==> src/rtl/alu_ctrl_pkg.sv <==
// ---------------------------------------------------------------------------
// alu_ctrl_pkg
// Shared definitions for the ALU micro-op sequencer slice:
//   - opcode class codes (upper four bits of an instruction opcode)
//   - fixed ALU opcodes produced by the translator (8-bit, zero-extended
//     by users to their opcode width)
//   - sequencer state encoding
// ---------------------------------------------------------------------------
package alu_ctrl_pkg;

    // Opcode class codes, taken from opcode[OP_W-1 -: 4]
    localparam logic [3:0] CLS_RTYPE = 4'h0;
    localparam logic [3:0] CLS_JMP   = 4'h4;
    localparam logic [3:0] CLS_SHIFT = 4'h8;
    localparam logic [3:0] CLS_BCOND = 4'hC;
    localparam logic [3:0] CLS_LUI   = 4'hF;

    // Function codes inside the jump class that collapse to ADDU
    localparam logic [3:0] FN_JAL    = 4'hC;
    localparam logic [3:0] FN_JMP    = 4'h8;
    localparam logic [3:0] FN_JMPR   = 4'hF;

    // Fixed ALU opcodes
    localparam logic [7:0] ADDU_OP   = 8'h06;
    localparam logic [7:0] JMPR_OP   = 8'h4F;

    // Sequencer states
    //   IDLE   : nothing held on the output
    //   SINGLE : holding a single micro-op or the last one of a sequence
    //   EXP1   : holding the first micro-op of an expanded jump-and-link
    typedef enum logic [1:0] {
        IDLE   = 2'd0,
        SINGLE = 2'd1,
        EXP1   = 2'd2
    } seq_state_e;

endpackage : alu_ctrl_pkg

==> src/rtl/alu_uop_sequencer_decode.sv <==
// ---------------------------------------------------------------------------
// alu_op_decode
// Purely combinational opcode-to-ALU-opcode translator.
//
// Ports:
//   opcode  in  OP_W  fetched instruction opcode
//   alu_op  out OP_W  translated ALU opcode
//   is_jal  out 1     opcode equals the jump-and-link opcode JAL_OP
//
// Class field is opcode[OP_W-1 -: 4], function field is opcode[3:0].
// ---------------------------------------------------------------------------
module alu_op_decode
    import alu_ctrl_pkg::*;
#(
    parameter int unsigned          OP_W   = 8,
    parameter logic [OP_W-1:0]      JAL_OP = OP_W'(8'h4C)
) (
    input  logic [OP_W-1:0] opcode,
    output logic [OP_W-1:0] alu_op,
    output logic            is_jal
);

    logic [3:0] cls_s;
    logic [3:0] fn_s;

    assign cls_s  = opcode[OP_W-1 -: 4];
    assign fn_s   = opcode[3:0];
    assign is_jal = (opcode == JAL_OP);

    // Class/function mapping onto the ALU opcode space
    always_comb begin
        alu_op = opcode;
        case (cls_s)
            CLS_RTYPE: begin
                alu_op = opcode;
            end
            CLS_JMP: begin
                if ((fn_s == FN_JAL) || (fn_s == FN_JMP)) begin
                    alu_op = OP_W'(ADDU_OP);
                end else if (fn_s == FN_JMPR) begin
                    alu_op = OP_W'(JMPR_OP);
                end else begin
                    alu_op = opcode;
                end
            end
            CLS_SHIFT: begin
                alu_op = opcode;
            end
            CLS_BCOND: begin
                alu_op = OP_W'(ADDU_OP);
            end
            CLS_LUI: begin
                alu_op = opcode;
            end
            default: begin
                // Immediate-type: only the class value survives, in the low nibble
                alu_op = OP_W'(cls_s);
            end
        endcase
    end

endmodule : alu_op_decode

==> src/rtl/alu_uop_sequencer.sv <==
// ---------------------------------------------------------------------------
// alu_uop_sequencer
// Sits between decode and ALU issue. Translates each accepted opcode into
// one ALU micro-op (or two for jump-and-link when EXPAND_EN=1), holds it
// behind a valid/ready handshake, and counts completed output handshakes.
//
// Ports:
//   clock         in   1      rising-edge clock for all state
//   reset         in   1      synchronous, active-high, highest priority
//   flush         in   1      synchronous kill of held/pending micro-ops
//   in_valid      in   1      opcode valid
//   in_ready      out  1      opcode accepted this cycle when in_valid=1
//   opcode        in   OP_W   instruction opcode
//   out_valid     out  1      alu_opcode valid
//   out_ready     in   1      ALU stage takes the micro-op
//   alu_opcode    out  OP_W   translated ALU opcode (stale while !out_valid)
//   uop_sel_link  out  1      micro-op uses the PC/link operand path
//   uop_last      out  1      final micro-op of the current instruction
//   uop_count     out  CNT_W  completed output handshakes, wraps
// ---------------------------------------------------------------------------
module alu_uop_sequencer
    import alu_ctrl_pkg::*;
#(
    parameter int unsigned     OP_W      = 8,
    parameter bit              EXPAND_EN = 1'b1,
    parameter logic [OP_W-1:0] JAL_OP    = OP_W'(8'h4C),
    parameter int unsigned     CNT_W     = 16
) (
    input  logic             clock,
    input  logic             reset,
    input  logic             flush,
    input  logic             in_valid,
    output logic             in_ready,
    input  logic [OP_W-1:0]  opcode,
    output logic             out_valid,
    input  logic             out_ready,
    output logic [OP_W-1:0]  alu_opcode,
    output logic             uop_sel_link,
    output logic             uop_last,
    output logic [CNT_W-1:0] uop_count
);

    // -----------------------------------------------------------------------
    // Registered state
    // -----------------------------------------------------------------------
    seq_state_e        state_q,     state_d;
    logic              out_valid_q, out_valid_d;
    logic [OP_W-1:0]   alu_op_q,    alu_op_d;
    logic              sel_link_q,  sel_link_d;
    logic              last_q,      last_d;
    logic [CNT_W-1:0]  count_q,     count_d;

    // -----------------------------------------------------------------------
    // Translation
    // -----------------------------------------------------------------------
    logic [OP_W-1:0]   dec_op_s;
    logic              dec_is_jal_s;

    alu_op_decode #(
        .OP_W   (OP_W),
        .JAL_OP (JAL_OP)
    ) u_decode (
        .opcode (opcode),
        .alu_op (dec_op_s),
        .is_jal (dec_is_jal_s)
    );

    // -----------------------------------------------------------------------
    // Handshake qualifiers
    // -----------------------------------------------------------------------
    logic accept_s;
    logic fire_s;
    logic expand_s;

    // The second half of an expanded JAL blocks new input; otherwise a slot
    // frees up whenever the held micro-op is empty or leaving this cycle.
    assign in_ready = !reset && !flush && (state_q != EXP1) &&
                      (!out_valid_q || out_ready);
    assign accept_s = in_valid && in_ready;
    assign fire_s   = out_valid_q && out_ready;
    assign expand_s = EXPAND_EN && dec_is_jal_s;

    // Next-state, next-output and counter computation
    always_comb begin
        state_d     = state_q;
        out_valid_d = out_valid_q;
        alu_op_d    = alu_op_q;
        sel_link_d  = sel_link_q;
        last_d      = last_q;
        count_d     = count_q;

        // A micro-op dropped by flush never completes, so it is not counted
        if (fire_s && !flush) begin
            count_d = count_q + CNT_W'(1);
        end else begin
            count_d = count_q;
        end

        if (flush) begin
            // alu_opcode keeps its stale value; only valid is cleared
            state_d     = IDLE;
            out_valid_d = 1'b0;
        end else begin
            case (state_q)
                IDLE, SINGLE: begin
                    if (accept_s) begin
                        out_valid_d = 1'b1;
                        if (expand_s) begin
                            // First half of JAL: link-address add
                            alu_op_d   = OP_W'(ADDU_OP);
                            sel_link_d = 1'b1;
                            last_d     = 1'b0;
                            state_d    = EXP1;
                        end else begin
                            alu_op_d   = dec_op_s;
                            sel_link_d = 1'b0;
                            last_d     = 1'b1;
                            state_d    = SINGLE;
                        end
                    end else if (fire_s) begin
                        out_valid_d = 1'b0;
                        state_d     = IDLE;
                    end else begin
                        // Idle with nothing new, or stalled by backpressure
                        state_d = state_q;
                    end
                end
                EXP1: begin
                    if (out_ready) begin
                        // Second half of JAL: target add
                        out_valid_d = 1'b1;
                        alu_op_d    = OP_W'(ADDU_OP);
                        sel_link_d  = 1'b0;
                        last_d      = 1'b1;
                        state_d     = SINGLE;
                    end else begin
                        state_d = EXP1;
                    end
                end
                default: begin
                    state_d     = IDLE;
                    out_valid_d = 1'b0;
                end
            endcase
        end
    end

    // State and output registers with synchronous reset
    always_ff @(posedge clock) begin
        if (reset) begin
            state_q     <= IDLE;
            out_valid_q <= 1'b0;
            alu_op_q    <= '0;
            sel_link_q  <= 1'b0;
            last_q      <= 1'b0;
            count_q     <= '0;
        end else begin
            state_q     <= state_d;
            out_valid_q <= out_valid_d;
            alu_op_q    <= alu_op_d;
            sel_link_q  <= sel_link_d;
            last_q      <= last_d;
            count_q     <= count_d;
        end
    end

    assign out_valid    = out_valid_q;
    assign alu_opcode   = alu_op_q;
    assign uop_sel_link = sel_link_q;
    assign uop_last     = last_q;
    assign uop_count    = count_q;

endmodule : alu_uop_sequencer

==> config.mk <==
export PLATFORM = sky130hd
export DESIGN_NAME = alu_uop_sequencer
export DESIGN_NICKNAME = d
export VERILOG_FILES = /design/src/rtl/alu_ctrl_pkg.sv /design/src/rtl/alu_uop_sequencer_decode.sv /design/src/rtl/alu_uop_sequencer.sv
export SDC_FILE = /design/constraint.sdc
export NUM_CORES = 1
export LEC_CHECK = 0
export ABC_CLOCK_PERIOD_IN_PS = 3200
export BUFFER_PORTS_ARGS = -buffer_cell sky130_fd_sc_hd__clkbuf_2
export CAP_MARGIN = 15
export CORE_MARGIN = 2
export CORE_UTILIZATION = 45
export CTS_CLUSTER_DIAMETER = 80
export CTS_CLUSTER_SIZE = 24
export DETAILED_ROUTE_END_ITERATION = 12
export GPL_ROUTABILITY_DRIVEN = 0
export PLACE_DENSITY = 0.7
export SETUP_SLACK_MARGIN = 0.02
export SLEW_MARGIN = 20
export SYNTH_ARGS = -nofsm -noshare
export SYNTH_HDL_FRONTEND = slang
export SYNTH_SLANG_ARGS = --single-unit
==> constraint.sdc <==
create_clock -name clock -period 3.2 [get_ports clock]
set_input_delay 0.32 -clock clock [delete_from_list [all_inputs] [get_ports clock]]
set_output_delay 0.32 -clock clock [all_outputs]
set_load 0.01 [all_outputs]
# After elaboration in Yosys (flattened, before gate mapping)
# Cells that the tools add are included.
[totals]
regBits = 29
latch_bits = 0
ramBits = 0
rom_bits = 0
inputBits = 13
n_memories = 0
[op_classes]
add_sub_neg = 1
mul = 0
div_mod_pow = 0
n_lt_le_gt_ge = 0
eq_ne = 14
shift = 0
muxes = 23
n_bitwise = 1
n_reduce_logical = 19
[ops]
columns = ["operator", "count"]
rows = [
  ["8-bit two-way mux", 5],
  ["4-bit equality test (second input constant)", 6],
  ["8-bit one-hot mux with 3 select lines", 1],
  ["16-bit by 1-bit adder with 16-bit output (second input constant)", 1],
  ["8-bit one-hot mux with 2 select lines", 1],
  ["8-bit by 7-bit equality test with 1-bit output (second input constant)", 1],
  ["1-bit two-way mux", 8],
  ["2-bit two-way mux", 4],
  ["1-bit logical AND", 6],
  ["2-bit != test (second input constant)", 3],
  ["1-bit one-hot mux with 2 select lines", 3],
  ["4-bit by 3-bit equality test with 1-bit output (second input constant)", 1],
  ["4-bit zero test", 1],
  ["2-bit one-hot mux with 2 select lines", 1],
  ["4-bit AND reduction", 1],
  ["2-bit OR reduction", 2],
  ["1-bit zero test", 3],
  ["3-bit != test (second input constant)", 1],
  ["3-bit OR reduction", 1],
  ["2-bit by 1-bit equality test with 1-bit output (second input constant)", 1],
  ["2-bit equality test (second input constant)", 1],
  ["2-bit zero test", 1],
  ["1-bit logical OR", 2],
  ["2-bit AND reduction", 1],
  ["2 further kinds", 2],
]

# Depth between registers and ports, before layout
[logic_depth]
depth_word = 7
ltp_mapped = 6
ltp_nobuf = 5

# Modules after synthesis
# From an unflattened synthesis, not the netlist that was laid out.
[unflattened]
cells_unflattened = 193
area_unflattened_um2 = 1547.7
[modules_own_cells]
columns = ["module", "instances", "cells_each", "area_each_um2", "seq_area_each_um2"]
rows = [
  ["alu_uop_sequencer", 1, 156, 1338.8, 580.6],
  ["alu_op_decode", 1, 37, 209.0, 0.0],
]

# Least setup slack after synthesis
# No wires, ideal clock.
[synth_path]
kind = "register to register"
from = "register out_valid_q, in the netlist out_valid"
to = "register count_q[15], in the netlist uop_count[15]"
setup_ps = 70
t_arrival_ps = 1700
required_time_ps = 3130
path_slack_ps = 1429
stages_incl_launch_ff = 6
synth_period_minus_slack_ps = 1771
path_cell_list = "dfxtp_1 > nand3b_4 > or3_1 > buf_2 > or4_1 > a21oi_1"
[synth_between]
elab_chain_cells = 2
[synth_rtl]
columns = ["item", "line_no", "rtl"]
rows = [
  ["start: declaration", "alu_uop_sequencer.sv:47", "logic out_valid_q, out_valid_d;"],
  ["start signal: assignment", "alu_uop_sequencer.sv:159", "out_valid_q <= out_valid_d;"],
  ["1-bit logical AND", "alu_uop_sequencer.sv:80", "assign fire_s = out_valid_q && out_ready;"],
  ["1-bit logical AND", "alu_uop_sequencer.sv:93", "if (fire_s && !flush) begin"],
  ["end signal: assignment", "alu_uop_sequencer.sv:163", "count_q <= count_d;"],
  ["end: declaration", "alu_uop_sequencer.sv:51", "logic [CNT_W-1:0] count_q, count_d;"],
]
# Every way passes these cells.
# A chain may end at the register's enable or synchronous reset.

# Worst setup path after layout
[layout_path]
from = "register state_q[1]"
to = "output in_ready"
[layout_between]
elab_chain_cells = 3
[layout_rtl]
columns = ["item", "line_no", "rtl"]
rows = [
  ["start: declaration", "alu_uop_sequencer.sv:46", "seq_state_e state_q, state_d;"],
  ["start signal: assignment", "alu_uop_sequencer.sv:158", "state_q <= state_d;"],
  ["2-bit != test", "alu_uop_sequencer.sv:77", "assign in_ready = !reset && !flush && (state_q != EXP1) &&"],
  ["1-bit logical AND (2 in a row)", "alu_uop_sequencer.sv:77", ""],
  ["end: declaration", "alu_uop_sequencer.sv:33", "output logic in_ready,"],
]
# Every way passes these cells.

==> reports/qor.log <==
INFO  run_status     outcome=finished clean
INFO  hold_path      worstHoldPathType=input pin to flip-flop
INFO  sta            timing.final.max_slew_violations=0
INFO  sta            rsz0062_at_grt=no
INFO  synthesis      synth_cells=185
INFO  setup_path     worstPathMaxFanout=9
INFO  sta            worst-slew-pin-transition=604ps
INFO  clock_tree     ctsRootBufferMaster=clkbuf_4
INFO  setup_path     reg2reg_slack=1330ps
INFO  sta            period_needed=1870ps
INFO  clock_tree     post_cts.resized_instances=0
INFO  power          leakagePower=0.718nW
INFO  setup_path     worst-r2r-cell-count=4
INFO  synthesis      async_reset_ff_share=0%
INFO  sta            totalNegativeSetupSlack=0ps
INFO  clock_tree     clock_latency=320ps
INFO  hold_path      min_delay_path_depth=3
INFO  floorplanning  num_io_pins=41
INFO  synthesis      postSynthNetCount=199
INFO  clock_tree     clock_path_buffers=2
INFO  synthesis      syn_avg_cell_area=8.11um2
INFO  cells_and_area num-nets-final=236
INFO  floorplanning  initial_core_util=48.3%
INFO  global_routing grt_pass1_wl=5.71mm
INFO  setup_path     critical-path-max-stage-delay=530ps
INFO  cells_and_area post_route_cells_drive_above_1_share=23.4%
INFO  setup_path     worst_r2r_endpoint=uop_count[15]
INFO  setup_path     setup.worst_path.end_class=output pin
INFO  sta            worst_hold_margin=323ps
INFO  setup_path     critPathTopFamily=simple AND/OR/NAND/NOR gates
INFO  routing        drt-pass1-iter-count=4
INFO  clock_tree     cts_setup_buffers=0
INFO  synthesis      synth_enable_flop_cells=0
INFO  floorplanning  dieArea=0.00381mm2
INFO  setup_path     setup.worst_path.class=flip-flop to output pin
INFO  sta            max_slew_margin=59.7%
INFO  setup_path     worst-path-buf-inv=1
INFO  cells_and_area insertedDiodeCount=0
INFO  routing        routed-via-count=1522
INFO  setup_path     worst_r2r_startpoint=out_valid
INFO  floorplanning  core=0.00310mm2
INFO  synthesis      seq_area_frac_synth=38.7%
INFO  cells_and_area instances_no_fill=266
INFO  setup_path     startpoint_type=flip-flop
INFO  floorplanning  die_w=61.7um
INFO  synthesis      ys.flop_type=dfxtp_1
INFO  setup_path     critPathRequiredTime=2880ps
INFO  run            drv.max_cap_violation_count=0
INFO  sta            fin_crit_sh=58.5%
INFO  routing        drt-initial-drc-count=78
INFO  global_routing number_of_global_route_vias_before_repair=1362
INFO  hold_path      min_from=in_valid
INFO  clock_tree     tritoncts.num_buffers=5
INFO  clock_tree     cts.hold.buffers_added=0
INFO  routing        detailed_route_vias_per_instance=5.72
INFO  cells_and_area layout.filler_cells=318
INFO  clock_tree     clkTransAtPathRegs=80ps
INFO  clock_tree     cts.htree.levels=2
INFO  sta            setup_viol=0
INFO  cells_and_area area_added_between_synthesis_and_finish=18.3%
INFO  clock_tree     cts.sinks=29
INFO  floorplanning  fp-row-count=20
INFO  routing        number_of_remaining_drc_errors=0
INFO  hold_path      hold-path-endpoint=out_valid
INFO  sta            clock_skew=5.32ps
INFO  global_routing initial_antenna_violation_count=0
INFO  power          power_per_cell_area=371mW/mm2
INFO  global_routing grt_max_degree=28
INFO  routing        drt.antenna.violating_nets=0
INFO  sta            max_freq=534MHz
INFO  place          hpwlAfterDp=2.58mm
INFO  global_routing grt_overflow_total=0
INFO  cells_and_area register_area=581um2
INFO  synthesis      synthesized_cell_area=0.00150mm2
INFO  setup_path     timing.critical_path.cells=nor2b_1 -> nor3_1 -> clkbuf_2
INFO  power          vdd_ir_drop_max=0.206mV
INFO  place          place_inst=259
INFO  synthesis      synthesis.yosys.warnings=0
INFO  routing        route.detailed.wl_per_inst=13.3um
INFO  clock_tree     cts_tree=done
INFO  setup_path     arrival=1550ps
INFO  setup_path     worst_path_max_delay_cell=nor2b_1
INFO  sta            hold_violations=0
INFO  synthesis      postSynthRegisterBits=29
INFO  place          numPortBuffers=40
INFO  global_routing groute.usage.overall=20.0%
INFO  floorplanning  die_height=61.7um
INFO  synthesis      post_synth_cell_types=45
INFO  cells_and_area multi_input_comb_area=853um2
INFO  routing        postRouteWirelength=3.53mm
[metal layers]
| layer | track usage, % | part of all wire, % | vias up |
|---|---|---|---|
| li1 | - | - | 749 |
| met1 | 24.2 | 44 | 698 |
| met3 | 4.76 | 6.6 | 8 |
| met5 | 0 | 0 | - |
| met2 | 33.8 | 48 | 67 |
| met4 | 8.51 | 1.4 | 0 |
[cell usage in the layout, fill, tap and decap left out, types with 2 or more instances in the layout]
| cell type | netlist | layout |
|---|---|---|
| or4_1 | 2 | 2 |
| or3_1 | 6 | 6 |
| nand3_1 | 10 | 10 |
| nor3_1 | 7 | 7 |
| clkbuf_4 | 0 | 5 |
| nand2_1 | 15 | 15 |
| dfxtp_1 | 29 | 29 |
| clkbuf_2 | 0 | 40 |
| and3_1 | 3 | 3 |
| xnor2_1 | 4 | 4 |
| nor2_1 | 15 | 15 |
| o31ai_1 | 3 | 3 |
| nand4b_1 | 2 | 2 |
| nor2b_1 | 3 | 3 |
| nor4_1 | 2 | 2 |
| a31oi_1 | 2 | 2 |
| or2_2 | 2 | 2 |
| xor2_1 | 5 | 5 |
| and4b_1 | 2 | 2 |
| inv_1 | 6 | 6 |
| a21o_1 | 3 | 3 |
| a21oi_1 | 15 | 15 |
| nand2b_1 | 3 | 3 |
| nand4_1 | 6 | 6 |
| o21ai_0 | 9 | 9 |
[worst reg2reg max path, delay by kind of cell, from the launching register on]
family             cells  cell delay (ps)
and+or+nand+nor        3             1170
DFF                    1              490
AOI/OAI and AO/OA      1              140
[layout make-up]
class / instances / share of cell area (%)
clock buffer: 7 / 3.10
inverter: 6 / 1.27
tap: 44 / 3.10
sequential: 29 / 32.7
multi-input combinational: 139 / 48.1
timing repair buffer: 41 / 11.7
[state kept, by name, indices dropped and copies added, names as in the netlist]
name          flops
alu_opcode        8
out_valid         1
state_q           2
uop_sel_link      1
uop_count        16
uop_last          1
[cells in the mapped netlist (all sizes together), types with 3 or more instances]
cell | number | area [um2]
xor2 | 5 | 43.8
nor2 | 15 | 56.3
or3 | 6 | 37.5
nand2 | 15 | 56.3
nand3 | 10 | 50.1
dfxtp | 29 | 581
and3 | 3 | 18.8
a21o | 3 | 22.5
xnor2 | 4 | 35.0
a21oi | 15 | 75.1
o31ai | 3 | 22.5
nor3 | 7 | 35.0
inv | 6 | 22.5
nand2b | 3 | 18.8
o21ai | 10 | 50.0
nand4 | 6 | 37.5
clkbuf | 9 | 33.8
nor2b | 3 | 18.8
[power breakdown]
group | internal [mW] | switching (mW) | leakage (nW)
logic | 0.0257 | 0.0391 | 0.452
registers | 0.365 | 0.00360 | 0.234
clock network | 0.104 | 0.122 | 0.0314
total | 0.494 | 0.165 | 0.718
[cells by family after synthesis]
group,after synthesis,synth area share (%)
AO/OA/AOI/OAI,43,17.9
adder cells (fa/ha/maj),1,0.834
buffers and inverters,17,4.42
flip-flops,29,38.7
XOR/XNOR,9,5.25
multiplexers,2,1.42
AND/OR/NAND/NOR,84,31.4
[per-stage QoR]
step | instance area (um2) | utilization (%) | power [mW] | worst slack, ps
CTS | 1770 | 57.2 | 0.662 | 1340
floorplan | 1500 | - | 0.419 | 1430
global route | 1770 | 57.2 | 0.689 | 1220
global placement | 1720 | 55.4 | 0.438 | 1210
finish | 1770 | 57.2 | 0.659 | 1330
detailed placement | 1720 | 55.4 | 0.441 | 1150
[worst max path at each step]
stage	start	end	slack, ps	depth (start not counted)
floorplan	out_valid	uop_count[15]	1430	5
global placement	reset	uop_last	1210	5
detailed placement	reset	uop_last	1150	5
CTS	out_valid	uop_count[15]	1340	4
global route	state_q[1]	in_ready	1220	3
finish	state_q[1]	in_ready	1330	3
(Power assumes the default switching activity.)
